### src/rtl/exers_pkg.sv
// Shared widths, default depth and entry record for the scalar-ALU reservation station.
package exers_pkg;

   localparam int EXERS_DEPTH = 8;
   localparam int OP_W        = 5;
   localparam int ROB_W       = 8;
   localparam int RD_W        = 6;
   localparam int DAT_W       = 32;

   typedef struct packed {
      logic             valid;
      logic [OP_W-1:0]  op;
      logic [ROB_W-1:0] robid;
      logic [RD_W-1:0]  rd;
      logic [DAT_W-1:0] op1;
      logic             op1_rdy;
      logic [ROB_W-1:0] op1_tag;
      logic [DAT_W-1:0] op2;
      logic             op2_rdy;
      logic [ROB_W-1:0] op2_tag;
   } entry_t;

endpackage

### src/rtl/exers_prio.sv
// Lowest-index priority encoder: one-hot grant plus any-request, purely combinational.
module exers_prio #(
   parameter int N = 8
) (
   input  logic [N-1:0] i_req,
   output logic [N-1:0] o_gnt,
   output logic         o_any
);

   // x & -x isolates the lowest set bit
   assign o_gnt = i_req & (~i_req + {{(N-1){1'b0}}, 1'b1});
   assign o_any = |i_req;

endmodule

### src/rtl/exers.sv
// Reservation station feeding the scalar ALU: dispatch, result-bus wakeup, lowest-index issue.
// Issue is one cycle after an entry becomes ready; scalu_stall holds the selected entry in place.
module exers
   import exers_pkg::*;
#(
   parameter int DEPTH = EXERS_DEPTH
) (
   input  logic             clk,
   input  logic             rst,
   input  logic             decode_exers_dispatch,
   input  logic [OP_W-1:0]  decode_exers_op,
   input  logic [ROB_W-1:0] decode_exers_robid,
   input  logic [RD_W-1:0]  decode_exers_rd,
   input  logic             decode_exers_op1_rdy,
   input  logic             decode_exers_op2_rdy,
   input  logic [DAT_W-1:0] decode_exers_op1,
   input  logic [DAT_W-1:0] decode_exers_op2,
   input  logic [ROB_W-1:0] decode_exers_op1_tag,
   input  logic [ROB_W-1:0] decode_exers_op2_tag,
   output logic             exers_stall,
   output logic             exers_scalu_issue,
   output logic [OP_W-1:0]  exers_scalu_op,
   output logic [ROB_W-1:0] exers_robid,
   output logic [RD_W-1:0]  exers_rd,
   output logic [DAT_W-1:0] exers_op1,
   output logic [DAT_W-1:0] exers_op2,
   input  logic             scalu_stall,
   input  logic             wb_valid,
   input  logic [ROB_W-1:0] wb_robid,
   input  logic [DAT_W-1:0] wb_result,
   input  logic             rob_flush
);

   entry_t           r_ent [DEPTH];

   logic [DEPTH-1:0] w_valid;
   logic [DEPTH-1:0] w_free;
   logic [DEPTH-1:0] w_ready;
   logic [DEPTH-1:0] w_alloc_gnt;
   logic [DEPTH-1:0] w_iss_gnt;
   logic             w_alloc_any;
   logic             w_iss_any;
   logic             w_dispatch_ok;
   logic             w_fire;
   logic             w_d1_wake;
   logic             w_d2_wake;
   entry_t           w_new;

   always_comb begin
      for (int i = 0; i < DEPTH; i++) begin
         w_valid[i] = r_ent[i].valid;
         w_ready[i] = r_ent[i].valid & r_ent[i].op1_rdy & r_ent[i].op2_rdy;
      end
   end

   assign w_free = ~w_valid;

   exers_prio #(.N(DEPTH)) u_alloc (
      .i_req (w_free),
      .o_gnt (w_alloc_gnt),
      .o_any (w_alloc_any)
   );

   exers_prio #(.N(DEPTH)) u_issue (
      .i_req (w_ready),
      .o_gnt (w_iss_gnt),
      .o_any (w_iss_any)
   );

   assign exers_stall       = ~w_alloc_any;
   assign exers_scalu_issue = w_iss_any & ~rob_flush;
   assign w_fire            = exers_scalu_issue & ~scalu_stall;
   assign w_dispatch_ok     = decode_exers_dispatch & w_alloc_any & ~rob_flush;

   // A result broadcast in the dispatch cycle would otherwise be missed by the new entry
   assign w_d1_wake = ~decode_exers_op1_rdy & wb_valid & (decode_exers_op1_tag == wb_robid);
   assign w_d2_wake = ~decode_exers_op2_rdy & wb_valid & (decode_exers_op2_tag == wb_robid);

   always_comb begin
      w_new         = '0;
      w_new.valid   = 1'b1;
      w_new.op      = decode_exers_op;
      w_new.robid   = decode_exers_robid;
      w_new.rd      = decode_exers_rd;
      w_new.op1_rdy = decode_exers_op1_rdy | w_d1_wake;
      w_new.op1     = w_d1_wake ? wb_result : decode_exers_op1;
      w_new.op1_tag = decode_exers_op1_tag;
      w_new.op2_rdy = decode_exers_op2_rdy | w_d2_wake;
      w_new.op2     = w_d2_wake ? wb_result : decode_exers_op2;
      w_new.op2_tag = decode_exers_op2_tag;
   end

   always_comb begin
      exers_scalu_op = '0;
      exers_robid    = '0;
      exers_rd       = '0;
      exers_op1      = '0;
      exers_op2      = '0;
      for (int i = 0; i < DEPTH; i++) begin
         if (w_iss_gnt[i]) begin
            exers_scalu_op = r_ent[i].op;
            exers_robid    = r_ent[i].robid;
            exers_rd       = r_ent[i].rd;
            exers_op1      = r_ent[i].op1;
            exers_op2      = r_ent[i].op2;
         end
      end
   end

   // Only valid bits are reset; payload is qualified by valid everywhere
   always_ff @(posedge clk) begin
      for (int i = 0; i < DEPTH; i++) begin
         if (rst || rob_flush) begin
            r_ent[i].valid <= 1'b0;
         end else begin
            if (w_fire && w_iss_gnt[i]) begin
               r_ent[i].valid <= 1'b0;
            end
            if (w_dispatch_ok && w_alloc_gnt[i]) begin
               r_ent[i] <= w_new;
            end else if (r_ent[i].valid) begin
               if (!r_ent[i].op1_rdy && wb_valid && r_ent[i].op1_tag == wb_robid) begin
                  r_ent[i].op1     <= wb_result;
                  r_ent[i].op1_rdy <= 1'b1;
               end
               if (!r_ent[i].op2_rdy && wb_valid && r_ent[i].op2_tag == wb_robid) begin
                  r_ent[i].op2     <= wb_result;
                  r_ent[i].op2_rdy <= 1'b1;
               end
            end
         end
      end
   end

endmodule

### config.mk
export PLATFORM = sky130hd
export DESIGN_NAME = exers
export DESIGN_NICKNAME = d
export VERILOG_FILES = /design/src/rtl/exers_pkg.sv /design/src/rtl/exers_prio.sv /design/src/rtl/exers.sv
export SDC_FILE = /design/constraint.sdc
export NUM_CORES = 1
export LEC_CHECK = 0
export BUFFER_PORTS_ARGS = -buffer_cell sky130_fd_sc_hd__buf_2
export CAP_MARGIN = 10
export CELL_PAD_IN_SITES_DETAIL_PLACEMENT = 2
export CELL_PAD_IN_SITES_GLOBAL_PLACEMENT = 2
export CORE_MARGIN = 1.5
export CORE_UTILIZATION = 35
export DETAILED_ROUTE_END_ITERATION = 8
export MAX_ROUTING_LAYER = met4
export PLACE_DENSITY = 0.67
export SLEW_MARGIN = 25
export SYNTH_ARGS = -nofsm -noshare
export SYNTH_HDL_FRONTEND = slang
export SYNTH_SLANG_ARGS = --single-unit
### constraint.sdc
create_clock -name clk -period 4.83 [get_ports clk]
set_clock_uncertainty 0.15 [all_clocks]
set_input_delay 0.2415 -clock clk [delete_from_list [all_inputs] [get_ports clk]]
set_output_delay 0.2415 -clock clk [all_outputs]
set_load 0.01 [all_outputs]
=== Word level (Yosys, flattened, before mapping) ===
Memories as Yosys holds them, arrays and structs flattened.
Index checks and enable logic that the tools add are counted.

* Add/sub/neg operators: 2
* Equality and inequality tests: 18
* Multiplexer cells: 220
* Bitwise operators: 84
* Reductions and logical operators: 67

{| class="wikitable"
|+ Operators with widths
! cell !! count
|-
| two-way mux 32 bit || 34
|-
| two-way mux 1 bit || 162
|-
| equality test 8 bit || 18
|-
| two-way mux 8 bit || 8
|-
| OR 1 bit || 50
|-
| logical AND 1 bit || 48
|-
| two-way mux 6 bit || 8
|-
| two-way mux 5 bit || 8
|-
| bitwise AND 1 bit || 24
|-
| inverter 8 bit || 3
|-
| adder 8 x 1 -> 8 bit, second input constant || 2
|-
| bitwise AND 8 bit || 2
|-
| logical NOT 1 bit || 16
|-
| OR reduction 8 bit || 2
|-
| inverter 1 bit || 5
|-
| logical OR 1 bit || 1
|}

* Bits in registers: 0
* Memory bits (writable): 816
* Bits of input ports: 147
* Logic and storage cells: 392
* Memories kept: 1

{| class="wikitable"
|+ Memories
! memory !! depth !! bits a word !! rd ports !! clocked after memory_dff !! write ports !! RTL line !! text
|-
| r_ent || 8 || 102 || 8 || 0 || 8 || exers.sv:34 || <nowiki>entry_t r_ent [DEPTH];</nowiki>
|}

=== Depth between registers and ports, before layout ===
Gate-level depths: netlist of the first run.
An unclocked memory read counts as a cell.

* Depth in word-level cells: 14
* Mapped depth: 9
* Depth with buffers taken out: 5

=== Cells and area by module ===
From an unflattened synthesis of the first run, not the netlist that was laid out.

* Cell total of the unflattened synthesis: 2758
* Area, all modules: 39359.0 um2

{| class="wikitable"
|+ Modules (own cells, without submodules)
! module !! times used !! cells an instance !! area each (um2) !! sequential area each (um2)
|-
| exers || 1 || 2734 || 39156.3 || 24503.5
|-
| exers_prio || 2 || 12 || 101.3 || 0.0
|}

=== Least setup slack after synthesis of the first run ===
Ideal clock, no wire load.

* Kind: input-to-reg
* Start point: in rob_flush
* End point: mem r_ent[0][10] in the netlist's numbering, enable pin
* Arrival time: 3.239 ns
* Setup slack: 0.972 ns
* Stages: 4
* Cells stage by stage: clkbuf_1 > nor2_2 > nand2_1 > o21ai_0

{| class="wikitable"
|+ RTL lines
! what !! RTL line !! text
|-
| start, declared || exers.sv:31 || <nowiki>input logic rob_flush</nowiki>
|-
| end, declared || exers.sv:34 ||
|}

==> flow_summary.toml, run 1 <==
[status]
run_status = "finished clean"

[sta]
period_share = 0.953
fmax_mhz = 217
tightest_slew_ps = 1070
rsz0062_at_grt = "false"
hold_violations = 0
relSlewSlack = 0.285
maxSlewViolCount = 0
tns_ps = 0
finalCriticalPeriod_ps = 4600
setup_viol = 0

[grt]
grt_usage = 0.277
overflow = 0
antenna_found_initial = 14
grt_max_degree = 102
grt_pass1_vias = 31200
grt_pass1_wl_mm = 221

[cts]
post_cts_buffers = 0
clk_latency_ps = 670
root_buffer = "clkbuf_16"
cts_sinks = 816
cts_buffer_depth = 3
cts.clk_slew.worst_paths_ps = 60
cts_tree = "built"
cts_made_buffers = 95
htree_levels = 3

[synthesis]
synth-xor-area-share = 0.0322
synth_fa_ha_area_frac = 0
synth_edf_count = 816
ys_ff_latch = 816
synthCells = 2996
synth_top_family_by_area = "multiplexers"
avgSynthCellArea_sq_um = 13.1
synth_mux_area_frac = 0.147
synth-simple-area-share = 0.0740
yosysUniqueCellTypes = 49
syn_nets = 3143
yosys_warnings = 0
ys_async_sr_fraction = 0
synthesis.area_sq_um = 39200
synth_compound_area_frac = 0.0909
ys.flop_type = "edfxtp_1"
yosysSeqAreaShare = 0.625

[power_and_ir_drop]
comb_power_share = 0.068
p_per_area_nw_per_um2 = 348
intPower_mw = 12.5
seqPwrFrac = 0.484
p_sw_frac = 0.230
peakVddDrop_uv = 275
power_frac_clock = 0.448
p_leak_nw = 15.8
switchingPower_mw = 3.74

[critical_path]
critPathCaptureType = "primary output"
setup.worst_path.class = "reg2out"
crit_top_cell = "a21oi_1"
crit_family = "simple AND/OR/NAND/NOR gates"
crit_fanout = 42
worstPathCellList = "and3_4 > nor4_1 > and2_4 > buf_4 > a21oi_1 > a21oi_1 > buf_2"
slowest_delay_ps = 650
crit_buf_inv = 2
cp_data_required_time_ps = 4440
cpMaxStageDelayCell = "nor4_1"
startpoint_type = "flop"
arrival_ps = 4210

[route]
routed_wl_mm = 155
firstDrtPassIters = 5
ant_nets = 0
drt_iter0_markers = 2602
routedWlPerCell_microns = 31.6
vias_per_cell = 5.81
vias = 28500
drc = 0

[cells_and_area]
final_cell_mix = "edfxtp_1, mux2_2, a21oi_1"
largestRegisters = "r_ent: 816 flops"
layout-drive-gt1-share = 0.296
utilization = 0.421
layout_commonest_cell = "edfxtp_1"
regMostFlops = "r_ent"
largest_reg_flops = 816
syn_to_final_growth_pct = 19.1
nets = 3469

[floorplanning]
rows = 122
die-width_microns = 338
die_y_microns = 338
dieArea_sq_um = 114000
start_util = 0.354
coreArea_sq_um = 111000
pin_count = 232

[min_path]
hold_path_class = "in2reg"

[placed_design]
io_buffer_count = 231
hpwl_mm = 94.5
gp_congestion = 0.810

[job]
maxCapViolCount = 0
==> through the flow <==
step	hold WS [ps]	setup WS [ps]	cells	cell area (sq um)	total power, mW
2_1_floorplan	190	972	2996	39200	8.52
3_3_place_gp	361	914	4570	42200	8.94
3_5_place_dp	384	841	4570	42200	9.00
4_1_cts	0.462	109	4884	46700	16.3
5_1_grt	37.4	115	4897	46700	16.7
6_report	36.2	226	4897	46700	16.2
==> cells in the mapped netlist (2+ instances only) <==
cell type	count	area, sq um
buf_1	22	82.6
o311ai_0	4	35.0
o211ai_1	11	82.6
nand3_2	2	20.0
or4b_2	2	20.0
nor3b_1	2	15.0
o21ai_0	192	961
a221o_1	2	20.0
nor2_1	140	526
nor3_1	35	175
a22oi_1	8	60.1
nand3_1	131	656
a222oi_1	17	170
mux2_1	29	327
xor2_1	144	1260
a21oi_1	308	1540
and2_1	2	12.5
and3_1	8	50.1
nand2_1	254	953
o221ai_1	7	61.3
buf_2	31	155
a31oi_1	3	18.8
clkbuf_1	132	495
or3_1	20	125
o22ai_1	59	369
buf_4	56	420
nor4_2	2	25.0
inv_1	8	30.0
nand2_2	8	50.1
nand4bb_1	8	90.1
nor4_1	18	113
a32o_1	17	170
edfxtp_1	816	24500
mux2_2	483	5440
==> cells by family (layout without fill, tap and decap cells) <==
kind of cell	Yosys count	in the layout
DFF	816	816
and+or+nand+nor	638	638
AOI/OAI and AO/OA	636	636
muxes	512	512
buffers and inverters	250	650
xor gates and xnor gates	144	144
other	0	13
==> final timing paths <==
check / startpoint / endpoint / slack, ps / cells after the start
setup reg to reg: r_ent[0][101]$_DFFE_PP_ / r_ent[0][50]$_DFFE_PP_ / 960 / 7
hold / removal: wb_result[5] / r_ent[1][116]$_DFFE_PP_ / 40 / 2
hold reg to reg: r_ent[1][355]$_DFFE_PP_ / r_ent[1][355]$_DFFE_PP_ / 650 / 3
setup / recovery: r_ent[0][101]$_DFFE_PP_ / exers_op1[30] / 230 / 7
==> power groups by stage <==
stage	logic (mW)	registers [mW]	clock network (mW)
floorplan	0.517	8.00	0
global placement	0.942	8.00	0
detailed placement	0.994	8.01	0
CTS	1.10	7.86	7.38
global route	1.18	7.86	7.63
finish	1.11	7.86	7.28
==> metal layers <==
metal,vias to the layer above,GRT usage,part of all wire
li1,12000,-,-
met2,1046,0.457,0.49
met3,323,0.0383,0.056
met1,15100,0.345,0.41
met4,0,0.106,0.038
met5,-,-,0
==> repair_timing <==
action | 4_1_cts | 5_1_grt
hold buffers | 143 | 0
gates resized for setup | 0 | 0
setup endpoints to repair | 0 | 0
endpoints found under the hold margin | 811 | 0
==> area by class of cell <==
cell class                 instances  area [sq um]
clock inverter                    57           566
sequential                       816         24500
tap                             1488          1860
inverter                           8          30.0
clock buffer                     114          2490
timing repair buffer             471          3490
antenna                           13          32.5
multi-input combinational       1930         13700
fill                           11100         64100
No activity file was read; power rests on OpenSTA's default activity.
==> run 2: changes to the inputs <==
--- a/config.mk
+++ b/config.mk
@@ -5,6 +5,7 @@
 export SDC_FILE = /design/constraint.sdc
 export NUM_CORES = 1
 export LEC_CHECK = 0
+export ABC_AREA = 1
 export BUFFER_PORTS_ARGS = -buffer_cell sky130_fd_sc_hd__buf_2
 export CAP_MARGIN = 10
 export CELL_PAD_IN_SITES_DETAIL_PLACEMENT = 2
@@ -13,7 +14,7 @@
 export CORE_UTILIZATION = 35
 export DETAILED_ROUTE_END_ITERATION = 8
 export MAX_ROUTING_LAYER = met4
-export PLACE_DENSITY = 0.67
+export PLACE_DENSITY = 0.73
 export SLEW_MARGIN = 25
 export SYNTH_ARGS = -nofsm -noshare
 export SYNTH_HDL_FRONTEND = slang
==> run 2 against run 1 <==
  * Synthesized area rose by 13%
  * Non-clock buffer count rose by 5
  * First-iteration DRC count rose by 53%
==> flow_summary.toml, run 2 <==
[status]
run_status = "finished clean"

[cts]
cts.clk_slew.worst_paths_ps = 60
cts_sinks = 816
cts_tree = "built"
clk_latency_ps = 720
root_buffer = "clkbuf_16"
cts_buffer_depth = 3
postCtsResizedCells = 0
cts_made_buffers = 98
htree_levels = 3

[route]
firstDrtPassIters = 5
routedWlPerCell_microns = 30.9
drc = 0
vias = 41300
vias_per_cell = 6.10
drt_iter0_markers = 3980
ant_nets = 0
routed_wl_mm = 209

[synthesis]
ys_ff_latch = 816
yosysSeqAreaShare = 0.551
ys_top_cells_by_area = "edfxtp_1, nand3_1, nand2_1"
ys.flop_type = "edfxtp_1"
synth-simple-area-share = 0.354
syn_nets = 5030
synth_edf_count = 816
ys_async_sr_fraction = 0
synth-xor-area-share = 0.0106
synth_top_area_cell = "edfxtp_1"
yosysUniqueCellTypes = 34
yosys_warnings = 0
synthCells = 4883
netlist_top_cells_count = "nand3_1, nand2_1, edfxtp_1"
synth_mux_area_frac = 0
synth_compound_area_frac = 0.00580
synth_fa_ha_area_frac = 0
synthesis.area_sq_um = 44500
synth_top_area_frac = 0.551
synth_top_family_by_area = "simple AND/OR/NAND/NOR gates"
avgSynthCellArea_sq_um = 9.10
yosysMostFrequentCell = "nand3_1"

[cells_and_area]
final_cell_mix = "nand3_1, nand2_1, edfxtp_1"
fillerInstances = 13700
layout-drive-gt1-share = 0.133
regMostFlops = "r_ent"
utilization = 0.406
nets = 5194
largestRegisters = "r_ent: 816 flops"
largest_reg_flops = 816
layout_commonest_cell = "nand3_1"
syn_to_final_growth_pct = 14.9

[critical_path]
critPathCaptureType = "primary output"
setup.worst_path.class = "reg2out"
cp_data_required_time_ps = 4440
arrival_ps = 3720
crit_fanout = 43
startpoint_type = "flop"

[sta]
fmax_mhz = 243
hold_violations = 0
tns_ps = 0
fin_ws_ps = 722
setup_viol = 0
relSlewSlack = 0.223
maxSlewViolCount = 0
period_share = 0.850
finalCriticalPeriod_ps = 4110
tightest_slew_ps = 1170
rsz0062_at_grt = "false"

[min_path]
hold_path_class = "in2reg"

[grt]
grt_pass1_vias = 44000
grt_usage = 0.329
grt_max_degree = 84
overflow = 0
grt_pass1_wl_mm = 305
antenna_found_initial = 6

[floorplanning]
start_util = 0.353
coreArea_sq_um = 126000
pin_count = 232
rows = 130
die_y_microns = 359
dieArea_sq_um = 129000
die-width_microns = 359

[power_and_ir_drop]
peakVddDrop_uv = 251
p_per_area_nw_per_um2 = 322
p_leak_nw = 20.8

[placed_design]
io_buffer_count = 231
hpwl_mm = 125
dpl_worst_slack_ps = 1400
gp_congestion = 0.873

[job]
maxCapViolCount = 0
run 2: cell count changes after synthesis, sizes merged, moves of 21 or more:
cell   change
a21oi    -304
buf      +151
inv      +380
mux2     -512
nand2    +678
nand3   +1282
nand4    +344
nor2     +304
nor3      -29
nor4      -21
o21ai    -164
o22ai     -47
xnor2     +44
xor2     -134
run 2: where the power goes:
part           switching [mW]  internal [mW]
combinational            1.04          0.356
sequential             0.0141           7.83
clock                    3.22           3.98
total                    4.27           12.2
run 2: kinds of logic (layout without fill, tap and decap cells):
logic type	Yosys count	after routing
flops	816	816
other cells	0	4
simple gates	3166	3166
buf+inv	801	1032
xor+xnor	54	54
compound gates	46	46
run 2: per-layer routing:
metal / global-route usage / wire [microns] / vias to the layer above
met3: 0.0460 / 15900 / 503
met1: 0.419 / 85600 / 21500
met2: 0.528 / 99000 / 2004
li1: - / - / 17300
met4: 0.130 / 8530 / 0
met5: - / 0 / -
run 2: final timing paths:
path	to	cells past startpoint	from	slack, ps
worst max-delay path	exers_op1[31]	10	r_ent[0][8]$_DFFE_PP_	720
worst min-delay path	r_ent[1][255]$_DFFE_PP_	5	decode_exers_op1[1]	20
worst max register to register	r_ent[0][15]$_DFFE_PP_	10	r_ent[0][8]$_DFFE_PP_	1360
worst min register to register	r_ent[1][101]$_SDFFCE_PN0P_	3	r_ent[1][101]$_SDFFCE_PN0P_	800
run 2: area by class of cell:
cell class / count / area [sq um] / area share
repair buffers: 476 / 3480 / 0.0682
inverters: 389 / 1470 / 0.0289
multi-input cells: 3266 / 16600 / 0.325
well taps: 1650 / 2060 / 0.0404
diodes: 4 / 10.0 / 0.000196
clock buffers: 120 / 2530 / 0.0496
clock inverters: 47 / 420 / 0.00823
flip-flops and latches: 816 / 24500 / 0.480
run 2: worst max-delay path, cell delays in order, from the launching register on:
cell and delay, ps:
edfxtp_1 460, nand3_4 350, buf_4 510, buf_4 720
nand3_1 150, nand2_1 100, nor2_1 50, nand3_1 60
nor2_1 60, nand3_1 260, buf_2 230
run 2: per-stage QoR:
step / hold slack, ps / instances / cell area [sq um] / power, mW
floorplan: 190 / 4883 / 44500 / 8.72
global placement: 361 / 6467 / 46800 / 9.21
detailed placement: 369 / 6467 / 46800 / 9.27
CTS: 0.392 / 6764 / 51100 / 16.5
global route: 35.0 / 6766 / 51100 / 16.9
finish: 22.5 / 6768 / 51100 / 16.4
run 2: repair_timing:
item | CTS | global route
hold buffers | 130 | 0
hold endpoints to repair | 805 | 0
setup buffers | 0 | 0
